===== src/rtl/adder_pkg.sv =====
// Shared constants and types for the adder operand generator.
// Defines the LFSR taps, the zero-seed substitute and the generator FSM state encoding.
package adder_pkg;

   localparam int          ADDER_W       = 8;
   localparam logic [15:0] LFSR_TAPS     = 16'hB400;
   localparam logic [15:0] LFSR_ZERO_SUB = 16'hACE1;

   typedef enum logic [1:0] {
      IDLE = 2'd0,
      LOAD = 2'd1,
      RUN  = 2'd2,
      DONE = 2'd3
   } gen_state_t;

   // An all-zero seed would lock the LFSR, so it is swapped for a fixed non-zero value.
   function automatic logic [15:0] seed_fix(input logic [15:0] s);
      return (s == 16'h0000) ? LFSR_ZERO_SUB : s;
   endfunction

endpackage


===== src/rtl/adder_operand_gen_lfsr16_step.sv =====
// One step of the 16-bit Galois LFSR (right shift, x^16+x^14+x^13+x^11+1).
// Purely combinational so the same next-state function can be reused outside the generator.
module lfsr16_step
   import adder_pkg::*;
(
   input  logic [15:0] cur,
   output logic [15:0] nxt
);

   // Shift right and fold the tap mask back in when the bit leaving the register is set.
   always_comb begin
      if (cur[0]) begin
         nxt = {1'b0, cur[15:1]} ^ LFSR_TAPS;
      end else begin
         nxt = {1'b0, cur[15:1]};
      end
   end

endmodule


===== src/rtl/adder_operand_gen.sv =====
// Flow-controlled pseudo-random operand source for the 8-bit adder.
// Issues num_pairs operand pairs from a seeded LFSR, each with its golden {cout,sum}.
module adder_operand_gen
   import adder_pkg::*;
#(
   parameter int WIDTH = ADDER_W,
   parameter int CNT_W = 8
) (
   input  logic             clk,
   input  logic             rst_n,
   input  logic             start,
   input  logic [15:0]      seed,
   input  logic [CNT_W-1:0] num_pairs,
   output logic [WIDTH-1:0] a,
   output logic [WIDTH-1:0] b,
   output logic [WIDTH:0]   exp,
   output logic             valid,
   input  logic             ready,
   output logic [CNT_W-1:0] pair_idx,
   output logic             busy,
   output logic             done
);

   localparam logic [CNT_W-1:0] CNT_ZERO = {CNT_W{1'b0}};
   localparam logic [CNT_W-1:0] CNT_ONE  = {{(CNT_W-1){1'b0}}, 1'b1};

   gen_state_t       state_r;
   logic [15:0]      lfsr_r;
   logic [15:0]      lfsr_nxt_s;
   logic [CNT_W-1:0] n_r;
   logic [CNT_W-1:0] pair_idx_r;
   logic             valid_r;
   logic             busy_r;
   logic             done_r;
   logic             accept_s;
   logic             last_pair_s;

   lfsr16_step u_step (
      .cur (lfsr_r),
      .nxt (lfsr_nxt_s)
   );

   assign accept_s    = valid_r & ready;
   assign last_pair_s = (pair_idx_r == (n_r - CNT_ONE));

   // Sequencer: latches the run parameters, walks the LFSR on each accept and owns all output flags.
   always_ff @(posedge clk or negedge rst_n) begin
      if (!rst_n) begin
         state_r    <= IDLE;
         lfsr_r     <= 16'h0000;
         n_r        <= CNT_ZERO;
         pair_idx_r <= CNT_ZERO;
         valid_r    <= 1'b0;
         busy_r     <= 1'b0;
         done_r     <= 1'b0;
      end else begin
         case (state_r)
            IDLE: begin
               done_r <= 1'b0;
               if (start) begin
                  lfsr_r  <= seed_fix(seed);
                  n_r     <= num_pairs;
                  busy_r  <= 1'b1;
                  state_r <= LOAD;
               end else begin
                  state_r <= IDLE;
               end
            end
            LOAD: begin
               pair_idx_r <= CNT_ZERO;
               if (n_r == CNT_ZERO) begin
                  busy_r  <= 1'b0;
                  done_r  <= 1'b1;
                  state_r <= DONE;
               end else begin
                  valid_r <= 1'b1;
                  state_r <= RUN;
               end
            end
            RUN: begin
               if (accept_s) begin
                  // The last pair stays on a/b/pair_idx so DONE still shows what was issued.
                  if (last_pair_s) begin
                     valid_r <= 1'b0;
                     busy_r  <= 1'b0;
                     done_r  <= 1'b1;
                     state_r <= DONE;
                  end else begin
                     lfsr_r     <= lfsr_nxt_s;
                     pair_idx_r <= pair_idx_r + CNT_ONE;
                  end
               end else begin
                  state_r <= RUN;
               end
            end
            DONE: begin
               done_r  <= 1'b0;
               state_r <= IDLE;
            end
            default: begin
               valid_r <= 1'b0;
               busy_r  <= 1'b0;
               done_r  <= 1'b0;
               state_r <= IDLE;
            end
         endcase
      end
   end

   assign a        = lfsr_r[15:8];
   assign b        = lfsr_r[7:0];
   assign exp      = {1'b0, a} + {1'b0, b};
   assign valid    = valid_r;
   assign pair_idx = pair_idx_r;
   assign busy     = busy_r;
   assign done     = done_r;

endmodule


===== config.mk =====
export PLATFORM = sky130hd
export DESIGN_NAME = adder_operand_gen
export DESIGN_NICKNAME = d
export VERILOG_FILES = /design/src/rtl/adder_pkg.sv /design/src/rtl/adder_operand_gen_lfsr16_step.sv /design/src/rtl/adder_operand_gen.sv
export SDC_FILE = /design/constraint.sdc
export NUM_CORES = 1
export LEC_CHECK = 0
export BUFFER_PORTS_ARGS = -buffer_cell sky130_fd_sc_hd__buf_2
export CAP_MARGIN = 40
export CELL_PAD_IN_SITES_DETAIL_PLACEMENT = 0
export CELL_PAD_IN_SITES_GLOBAL_PLACEMENT = 2
export CORE_MARGIN = 5
export CORE_UTILIZATION = 30
export CTS_CLUSTER_SIZE = 40
export DETAILED_ROUTE_END_ITERATION = 10
export GPL_TIMING_DRIVEN = 0
export PLACE_DENSITY_LB_ADDON = 0.1
export SLEW_MARGIN = 30
export SYNTH_ARGS = -nofsm -noshare
export SYNTH_HDL_FRONTEND = slang
export SYNTH_HIERARCHICAL = 1
export SYNTH_SLANG_ARGS = --single-unit

===== constraint.sdc =====
create_clock -name clk -period 2.6 [get_ports clk]
set_clock_uncertainty 0.1 [all_clocks]
set_input_delay 0.39 -clock clk [delete_from_list [all_inputs] [get_ports clk]]
set_output_delay 0.39 -clock clk [all_outputs]
set_load 0.005 [all_outputs]

==> results of run 1 <==
[metrics by stage]
step / std cells / cell area [sq um] / power (mW) / TNS [ps]
after floorplan: 258 / 2660 / 3.19 / 0
after global placement: 429 / 3110 / 4.06 / -2730
after detailed placement: 430 / 3130 / 4.06 / -2120
after CTS: 451 / 3430 / 4.97 / -37.0
after global routing: 453 / 3500 / 5.43 / -230
final: 453 / 3500 / 4.96 / 0
[report_power, final]
group	internal (mW)	total, mW	switching (mW)
clock network	0.240	0.455	0.215
registers	0.841	1.16	0.323
logic	1.89	3.34	1.46
total	2.97	4.96	2.00
[synthesized netlist by cell type, types with 2 or more instances]
cell type and number:
a21o_1 2, a21oi_1 13, a22oi_1 2, and2_1 2, buf_4 13, buf_6 2
clkbuf_1 4, dfrtp_1 37, ha_1 14, inv_1 19, mux2_2 20, mux2_4 9
mux2i_1 10, nand2_1 12, nand2b_1 3, nand3_1 9, nand3b_1 2, nor2_1 17
nor2_2 2, nor2b_1 3, nor3_1 3, nor3_2 3, nor4_1 5, o21a_1 2
o21ai_0 3, o31ai_1 2, or2_2 2, or4_1 2, xnor2_1 10, xor2_1 8
[area by class of cell]
type / instances / area, sq um / area share
timing repair buffer: 79 / 492 / 0.141
buffer: 20 / 144 / 0.0412
sequential: 37 / 930 / 0.266
tap: 108 / 135 / 0.0387
multi-input combinational: 182 / 1620 / 0.464
clock buffer: 7 / 96.3 / 0.0276
inverter: 19 / 71.3 / 0.0204
clock inverter: 1 / 5.00 / 0.00143
[worst reg2reg max path, stage by stage (launching register included)]
cell      delay (ps)
dfrtp_2          450
or4_4            560
o221a_1          270
nor2_2           160
nand3_1          150
o211ai_4         210
buf_12           170
mux2_2           320
[registers in the layout, indices dropped and copies added, names as in the netlist]
name / flops
busy: 1
lfsr_r: 16
valid: 1
pair_idx: 8
n_r: 8
done: 1
state_r: 2
[repair_timing]
| action | CTS | global route |
|---|---|---|
| cloned | 1 | 1 |
| endpoints found under the setup margin | 31 | 28 |
| hold buffers | 1 | 0 |
| resized for setup | 16 | 12 |
| pin swaps | 6 | 12 |
| setup buffers | 11 | 1 |
| endpoints found under the hold margin | 18 | 0 |
[path summary, 6_finish.rpt]
path,from,slack [ps],to,depth (start not counted)
setup / recovery,lfsr_r[9],4,exp[7],8
hold reg to reg,done,420,done,1
min in group asynchronous,rst_n,500,pair_idx[4],2
hold / removal,num_pairs[2],230,n_r[2],2
max in group asynchronous,rst_n,1410,lfsr_r[0],3
setup reg to reg,n_r[3],90,lfsr_r[4],7
[per-layer routing]
metal  global-route usage  wire [um]
met5                    0          0
met4               0.0305         73
met3               0.0397        378
met2                0.228       3520
met1                0.157       3100
[cell families after synthesis]
group,after synthesis,synth area share
XOR/XNOR,18,0.0594
multiplexers,40,0.178
AND/OR/NAND/NOR,69,0.139
flip-flops,37,0.349
buffers and inverters,39,0.0792
adder cells (fa/ha/maj),15,0.0735
AO/OA/AOI/OAI,40,0.123
==> results by stage, run 1 <==
Job:
- Across the run, the number of max-cap violations was 0.

Clocking:
- The number of buffers inserted during clock tree synthesis is 5.
- The H-tree depth is 2.
- The clock latency reported for the late side of the worst-skew pair is just under 300 ps.
- For this design, the sink count on the clock tree is 37.
- The clock tree from TritonCTS is done.
- After clock tree synthesis, the clock-pin slew on the worst setup and hold paths is about 80 ps.
- In this run the deepest clock path goes through 2 buffers.
- The buffer cell driving the clock tree root is clkbuf_8.

Synth:
- The biggest area consumer among synthesized cells is dfrtp_1.
- When the netlist entered floorplanning its net count stood at about 300.
- For this run, the leading register cell type out of synthesis is dfrtp_1.
- In this run, synthesis inferred 0 flip-flops with an integrated enable.
- For this run, the register share of the synthesized area comes to 0.349.
- The share of synthesized area in the top cell type comes to 0.349.
- After synthesis the cells add up to between 0.002 and 0.003 sq mm.
- By area the synthesized netlist is led by dfrtp_1, mux2_2, ha_1, mux2_4, mux2i_1.
- Synthesis inferred 37 register bits.
- The post-synthesis instance total is 258.
- The number of synthesis warnings is 6.
- The share of flip-flops with an asynchronous set or reset after synthesis is 1.00.
- The count of unique library cells instantiated by Yosys is 53.
- After synthesis, the mean cell area works out to between 10 and 15 sq um.

Finish:
- The utilization after layout is 0.403.
- The area added between synthesis and finish is 31.7%.
- The number of fill cells is 910.
- In the layout the commonest cells are buf_2, dfrtp_1, buf_4, mux2_2.
- The share of cells above drive strength 1 is 0.467.
- The number of nets in the finished design is about 390.
- The number of diodes added for antenna fixing is 0.
- The library cell used most frequently in the layout, excluding fill and tap cells, is buf_2.

Global routing:
- The first-pass GRT wire length is about 11 mm.
- The global route total overflow is 0.
- The number of global-route vias before repair came to 2326.
- The initial antenna violation count is 0.
- Across every metal layer, demand over resource in global routing totals 0.131.
- Entering global routing, the biggest net connects 20 pins.

STA:
- The setup violation total in the final timing report is 0.
- The number of hold-slack violations in the final timing report came to 0.
- At the pin with the least slew margin, the transition time is around 550 ps.
- Setup repair after global routing could not meet its margin everywhere.
- The minimum setup slack in the final design is between 4 and 5 ps.
- Of the available clock period, the critical path in the final layout requires 0.998.
- In this run the tightest slew margin relative to its limit is 0.634.
- The clock period minus final worst setup slack is between 2000 and 3000 ps.
- The final count of pins violating max slew is 0.
- The highest clock rate is a little under 400 MHz.
- Hold timing on the final database bottoms out at a slack of 230 ps.

Routing:
- The number of nets still failing antenna checks after routing is 0.
- The count of vias placed by the detailed router is ~2200.
- The average wire per standard cell is about 16 um.
- Summed over all layers, the routed wires come to just over 7 mm.
- The vias per cell is approximately 4.7.
- After detailed routing, the number of remaining DRC violations is 0.
- Before antenna repair, the detailed router went through 4 iterations.
- The first routing iteration left 39 violations.

Hold path:
- The path type of the worst min-delay path is input pin to flip-flop.

Critical path:
- The family with the most delay on the worst path is compound AO/OA/AOI/OAI gates.
- Walking the worst path, the cells encountered are ha_1, a21o_1, a21oi_2, nor2b_1, o21a_1, o41ai_2, xnor2_1, buf_2.
- The buffering stage count on the worst path with inverters included is 1.
- Data on the critical path is required at its endpoint by 2110 ps.
- The slowest library cell on the worst path is dfrtp_1.
- The worst setup path category is flip-flop to output port.
- The maximum fanout along the worst path is 2.
- The maximum single-stage delay on the critical path is 400 ps.
- The type of origin of the critical path is a flip-flop.
- The data arrival at the endpoint of the critical path is about 2100 ps.
- The type of destination of the critical path is an output port.

Power:
- In this run the power density over the cells is ~1400 mW/mm^2.
- Across the VDD grid, the largest voltage drop is around 0.65 mV.
- The static leakage power is 1.61 nW.

Placed design:
- Routability-driven placement finished with a final weighted congestion of about 0.76.
- Buffers placed on the I/O ports in this run total between 60 and 70.
- The setup slack after placement is -186 ps.
- After legalization and detailed placement, the total HPWL measured between 5 and 6 mm.

Floorplan:
- After floorplanning, the core was divided into 34 placement rows.
- The count of pins on the block boundary is 64.
- The initial core utilization is 0.306.
- The die footprint is around 0.011 sq mm.
- The vertical extent of the die is between 100 and 150 um.
- The die extent in x is 104 um.
- The total area inside the core boundary comes to around 0.0087 sq mm.

Run status:
- The flow ran to the end, and the final reports show no timing, DRC or antenna violations.
(Power assumes the default switching activity.)
==> run 2: changes to the inputs <==
- CORE_UTILIZATION: 30 -> 29
- SYNTH_HIERARCHICAL: 1 -> default
==> results by stage, run 2 <==
Clocking:
- The H-tree depth is 2.
- Counting every sink on the clock net gives 37.
- CTS placed an instance of clkbuf_8 at the clock tree root.
- Clock latency on the worst-skew pair, taken at its later pin, is about 300 ps.
- In this run, CTS created clock tree buffers numbering 5.
- The clock tree from TritonCTS is done.
- The maximum clock path buffer count is 2.
- After clock tree synthesis, the clock-pin slew on the worst setup and hold paths is roughly 90 ps.

Critical path:
- The worst setup path is captured at an output port.
- The slowest library cell on the worst path is dfrtp_1.
- The required time at the worst-slack endpoint is between 2000 and 2500 ps.
- The critical path is of the flip-flop to output port type.
- Broken down by cell family, the worst path's largest delay share belongs to compound AO/OA/AOI/OAI gates.
- The setup check on the worst reg-to-reg path leaves a slack of about 60 ps.
- The largest single stage delay on the critical path is 400 ps.
- Traced cell by cell, the critical path runs through ha_1, a21o_1, a21oi_2, nor2b_1, o21a_1, o41ai_2, xnor2_1, buf_2.
- Measured in cells, the most critical reg-to-reg path has a length of 10.
- The type of origin of the critical path is a flip-flop.
- The maximum fanout along the worst path is 2.
- The end of the worst register-to-register path is lfsr_r[13].
- The data arrival at the endpoint of the critical path is 2170 ps.
- Counting both buffers and inverters, the worst setup path holds a total of 1.
- The startpoint identified for the worst register-to-register timing path is n_r[0].

Synth:
- The synthesized netlist contains 40 unique library cells.
- Counting every instance in the synthesized netlist gives roughly 230.
- The synthesized cell area is 0.00238 sq mm.
- For this run, asynchronously set or reset flops after synthesis account for 1.00.
- In this run, synthesis inferred 0 flip-flops with an integrated enable.
- The post-synthesis register bit count is 37.
- The commonest register cell after synthesis is dfrtp_1.
- The net count after synthesis is roughly 270.
- The number of synthesis warnings is 0.
- Ranked by instance count, the synthesized netlist is headed by dfrtp_1, mux2_2, inv_1.
- The biggest area consumer among synthesized cells is dfrtp_1.
- For this run, the register share of the synthesized area comes to 0.388.
- The share of synthesized area in the top cell type comes to 0.388.
- Dividing the synthesized area by the synthesized cell count gives between 10 and 15 sq um.
- After synthesis, the cell types taking the most area are dfrtp_1, mux2_2, ha_1, xnor2_1, mux2i_1.
- The most common cell in the synthesized netlist is dfrtp_1.

Finish:
- Registers take approximately 930 sq um.
- Of the cells placed in the final design, the portion with a size suffix greater than 1 is 0.435.
- Leaving out fill and tap cells, the most frequent cell in the layout is buf_2.
- Relative to the synthesized area, the layout overhead comes to 34.6%.
- The number of fill cells is ~860.
- The library cells used most frequently in the layout, excluding fill and tap cells, are buf_2, dfrtp_1, mux2_2, inv_1.
- Summing all multi-input logic gate instances after layout gives roughly 0.0015 sq mm.
- The register with the most flip-flops in the final layout is lfsr_r.
- The repair_antennas step left the layout with diodes totalling 0.
- The register with the most flip-flops in the layout has 16 of them.
- The finished cells cover ~0.0032 sq mm.
- For this run, the number of standard cells in the final layout without fillers is 415.
- After the last flow step, the layout net total stands at between 300 and 400.

Hold path:
- The hold path startpoint is num_pairs[3].
- The endpoint of the worst hold-timing path is n_r[3].
- The min-delay analysis places its worst path in the category input pin to flip-flop.
- Counting instances, the worst hold path has a depth of 2.

Global routing:
- Entering global routing, the biggest net connects 25 pins.
- The number of global-route vias before repair is 1956.
- Global routing finished with a remaining overflow of 0.
- The first global-routing pass estimated 10.5 mm of wire.
- The initial antenna violation count is 0.
- In the global route stage, overall resource usage came out at 0.135.

Run status:
- The flow ran to the end, but the final reports show violations.
- The final reports fail on setup timing.

Placed design:
- The setup slack after placement is -201 ps.
- The total of buffers placed on input and output ports is 63.
- Once placement completed, the tool counted placed cells totaling between 300 and 400.
- The congestion estimate from routability-driven global placement came to between 0.6 and 0.7.
- The wire-length estimate of the detail-placed layout is ~5.1 mm.
- The cell area after placement is about 0.0029 sq mm.

STA:
- The highest clock rate is between 300 and 400 MHz.
- The minimum setup slack in the final design is -60.9 ps.
- The clock period minus final worst setup slack is between 2000 and 3000 ps.
- In this run the tightest slew margin relative to its limit is 0.620.
- The number of hold-slack violations in the final timing report is 0.
- For the pin with the worst max-slew slack, the measured transition is approximately 570 ps.
- Setup repair after global routing could not meet its margin everywhere.
- Setup violations remaining at the end of the flow were counted as 1.
- The final count of pins violating max slew is 0.
- The final period utilization is 1.02.

Routing:
- The count of vias placed by the detailed router is slightly below 2000.
- The average wire per standard cell is around 16 um.
- For this run, design rule violations remaining after detail routing come to 0.
- Using the TritonRoute via totals, the vias-per-cell ratio works out to about 4.7.
- The first-iteration detailed-routing DRC count is 33.
- The count of TritonRoute iterations in the first routing pass is 4.
- The final routed wirelength across all metal layers is approximately 6.6 mm.
- The count of nets left with antenna violations once routing finished came out at 0.

Floorplan:
- The floorplan step defined a die boundary enclosing around 0.01 sq mm.
- Measured along the x axis, the die boundary spans ~100 um.
- The count of pins on the block boundary is 64.
- The initial utilization of the core area, before any placement, comes to 0.295.
- The core area is ~0.0081 sq mm.
- The site row count is 33.
- The die is a little over 100 um tall.

Power:
- The worst-case IR drop observed on VDD is 0.696 mV.
- Total power for the finished layout comes to roughly 4.7 mW.
- Summed over all cells, the static leakage comes to 1.53 nW.
- Dividing total power by cell area gives a power density of roughly 1500 mW/mm^2.

Job:
- Across the run, the number of max-cap violations was 0.
-- run 2: routing by layer --
metal	part of all wire	up-vias	routed length (um)	track usage
met5	0	-	0	0
met4	0.0087	0	58	0.0404
met3	0.038	7	252	0.0249
met2	0.45	35	2960	0.203
met1	0.51	917	3360	0.195
li1	-	987	-	-
-- run 2: cells by family after synthesis --
kind of cell / synth area share
and+or+nand+nor: 0.122
adders and majority gates: 0.0819
xor gates and xnor gates: 0.0793
muxes: 0.173
DFF: 0.388
buffers and inverters: 0.0425
AOI/OAI and AO/OA: 0.112
-- run 2: area by class of cell --
class	instances	share of cell area
clock inverter	2	0.0117
inverter	17	0.0199
multi-input combinational	166	0.455
tap	105	0.0410
clock buffer	6	0.0257
sequential	37	0.289
timing repair buffer	77	0.144
buffer	5	0.0140
-- run 2: stage by stage --
step / utilization / hold WS [ps] / setup TNS [ps]
floorplan: - / -5.59 / 0
global placement: 0.350 / 387 / -1560
detailed placement: 0.352 / 232 / -1220
CTS: 0.383 / 211 / -69.1
global route: 0.396 / 213 / -575
finish: 0.396 / 225 / -60.9
-- run 2: what timing repair did --
action                     in CTS  in global routing
resized for setup              18                 11
hold endpoints to repair       13                  0
setup endpoints to repair      25                 11
setup buffers                   7                  5
hold buffers                    1                  0
pin swaps                       9                  7
-- run 2: how the worst max path moves through the flow --
stage              start          to  cells past startpoint
2_1_floorplan     n_r[0]  lfsr_r[10]                     10
3_3_place_gp      n_r[0]  lfsr_r[13]                     10
3_5_place_dp      n_r[0]  lfsr_r[12]                     10
4_1_cts        lfsr_r[9]      exp[7]                      8
5_1_grt        lfsr_r[9]      exp[7]                      8
6_report       lfsr_r[9]      exp[7]                      8
-- run 2: where the power goes --
| group | total [mW] | internal, mW | leakage (nW) | switching [mW] |
|---|---|---|---|---|
| clock | 0.534 | 0.312 | 0.0574 | 0.222 |
| combinational | 3.09 | 1.69 | 1.03 | 1.40 |
| sequential | 1.12 | 0.836 | 0.442 | 0.285 |
| total | 4.74 | 2.84 | 1.53 | 1.91 |
==> run 3: changes to the inputs <==
- GPL_TIMING_DRIVEN: 0 -> 1
- MAX_ROUTING_LAYER: default -> met4
==> results by stage, run 3 (synthesis results as in run 2) <==
Run status:
- The run finished with clean final reports.

Critical path:
- In this run the worst path has a maximum fanout of 2.
- In this run the number of cells on the critical path is 10.
- Following the worst setup path forward leads to its endpoint at exp[6].
- The reg-to-reg setup timing slack is ~150 ps.
- STA puts the critical path data required time at between 2000 and 2500 ps.
- The maximum single-stage delay on the critical path is 410 ps.
- The worst setup path is captured at an output port.
- The worst-case reg-to-reg path depth is 8.
- The worst setup path is launched from a flip-flop.
- The critical path is of the flip-flop to output port type.
- The critical path starts at lfsr_r[8].
- STA puts the critical path data arrival time at 2100 ps.
- Traced cell by cell, the critical path runs through ha_4, inv_2, fa_2, nor2b_1, o21ai_1, nand2b_1, a21o_1, a21oi_2, xnor2_1, buf_2.
- The buffering stage count on the worst path with inverters included is 2.
- In this run the critical register-to-register path is launched from n_r[0].
- The worst register-to-register path ends at lfsr_r[10].
- The slowest library cell on the worst path is dfrtp_1.
- Grouping stages by cell kind, the critical path spends the most delay in compound AO/OA/AOI/OAI gates.

STA:
- The number of hold-slack violations in the final timing report is 0.
- The final count of pins violating max slew is 0.
- The highest clock rate is just under 400 MHz.
- Once routing completed, OpenROAD measured the worst setup slack at 12.8 ps.
- Setup violations remaining at the end of the flow were counted as 0.
- Setup repair after global routing could not meet its margin everywhere.
- The final period utilization is 0.995.
- The slew at the pin closest to its max-slew limit is roughly 380 ps.
- The clock period minus final worst setup slack is 2590 ps.
- The worst max-slew margin expressed relative to the limit is 0.742.

Routing:
- The average wire per standard cell is around 15 um.
- The number of remaining DRC errors is 0.
- The routed layout has 1990 vias.
- The final routed wirelength across all metal layers is around 6.6 mm.
- The pre-antenna-repair detailed-routing pass consisted of 4 iterations.
- The vias per cell is 4.66.
- The count of nets left with antenna violations once routing finished came out at 0.
- The detailed router finished its first iteration with 41 violations.

Global routing:
- The number of global-route vias before repair came to a little over 2000.
- The met3 track utilization from global routing is 0.0249.
- The first-pass GRT wire length is approximately 11 mm.
- For this run, global-route usage on met1 was measured as 0.186.
- The largest net degree at the start of global routing is 26.
- The global-route usage over all layers is 0.136.
- The layer carrying the most global-route usage is met2.
- The global route total overflow is 0.
- The initial antenna violation count is 0.
- In the global route stage, met2 resource usage came out at 0.210.

Power:
- Total power for the finished layout comes to 4.61 mW.
- The proportion of total power due to net switching is 0.403.
- The net switching power of the design is around 1.9 mW.
- For this design the ratio of total power to cell area is approximately 1400 mW/mm^2.
- Of the total power, combinational logic draws 0.676.
- The share of total power dissipated in sequential elements is 0.240.
- The cell-internal power is approximately 2.8 mW.
- The share of total power dissipated in the clock network is 0.084.
- The static leakage power is roughly 1.6 nW.
- The maximum resistive drop on vdd is between 0.6 and 0.7 mV.

Job:
- The reported max-cap violation count is 0.

Clocking:
- The number of buffers inserted during clock tree synthesis is 5.
- The buffer cell driving the clock tree root is clkbuf_8.
- The maximum clock path buffer count is 2.
- The tree built by TritonCTS fans out to 37 sinks.
- The H-tree depth is 2.
- After clock tree synthesis, the clock-pin slew on the worst setup and hold paths is around 70 ps.
- TritonCTS built the clock tree.
- The clock latency reported for the late side of the worst-skew pair is 290 ps.

Finish:
- The most common cell after layout, fill and taps aside is buf_2.
- The number of diodes added for antenna fixing is 0.
- The share of cells above drive strength 1 is 0.429.
- More flip-flops sit in one register than any other, and that register is lfsr_r.
- The net count of the finished layout is roughly 360.
- The multi-input combinational cells in the finished layout cover a total of approximately 0.0014 sq mm.
- The register area is ~930 sq um.
- The register with the most flip-flops in the layout has 16 of them.
- The number of fill cells is 857.
- The area added between synthesis and finish is 34.1%.
- In the layout the commonest cells are buf_2, dfrtp_1, buf_4, mux2_2, inv_1.

Hold path:
- The path type of the worst min-delay path is input pin to flip-flop.

Floorplan:
- The die covers approximately 0.01 sq mm.
- The count of pins on the block boundary is between 60 and 70.
- The initial core utilization is 0.295.
- The initialized floorplan defines 33 standard-cell rows.
- The die is 101 um tall.
- The core area is around 0.008 sq mm.
- The die extent in x is 101 um.

Placed design:
- The setup slack after placement is 31.0 ps.
- Input and output buffers added on the ports amount to 63.
- The placer's final routability congestion estimate is approximately 0.75.
- The HPWL after detailed placement is approximately 5.1 mm.
run 3: worst min path at each step:
stage,slack (ps),start,cells after the start,endpoint
global route,230,num_pairs[3],2,n_r[3]
floorplan,-6,rst_n,0,busy
global placement,390,done,1,done
detailed placement,210,rst_n,1,n_r[2]
CTS,220,num_pairs[5],2,n_r[5]
finish,230,num_pairs[5],2,n_r[5]
run 3: per-layer routing:
metal | wire, um | part of all wire
met5 | 0 | 0
met2 | 3070 | 0.47
met1 | 3270 | 0.50
met4 | 34 | 0.0052
met3 | 205 | 0.031
run 3: area by class of cell:
cell class | count | area share
tap | 105 | 0.0411
inverter | 17 | 0.0200
sequential | 37 | 0.290
multi-input combinational | 166 | 0.444
timing repair buffer | 94 | 0.180
clock buffer | 8 | 0.0250
run 3: what timing repair did:
action                                 CTS  global route
resized for setup                        6             9
hold buffers                             1             0
endpoints found under the hold margin   12             0
setup endpoints to repair                3            28
buffers inserted                        10             4
pin swaps                                7             9
run 3: per-stage QoR:
stage | TNS, ps | utilization | hold slack [ps] | cell area (sq um) | instances
finish | 0 | 0.395 | 230 | 3200 | 427
global placement | 0 | 0.361 | 388 | 2930 | 404
CTS | -63.7 | 0.387 | 223 | 3130 | 424
detailed placement | 0 | 0.364 | 209 | 2950 | 405
floorplan | 0 | - | -5.59 | 2380 | 226
global route | -274 | 0.395 | 225 | 3200 | 427
run 3: power groups by stage:
stage / Sequential (mW) / Clock, mW / Combinational, mW
after global routing: 1.14 / 0.439 / 3.45
after global placement: 1.11 / 0 / 2.75
after floorplan: 1.09 / 0 / 1.81
after CTS: 1.09 / 0.414 / 3.01
final: 1.10 / 0.389 / 3.12
after detailed placement: 1.11 / 0 / 2.74
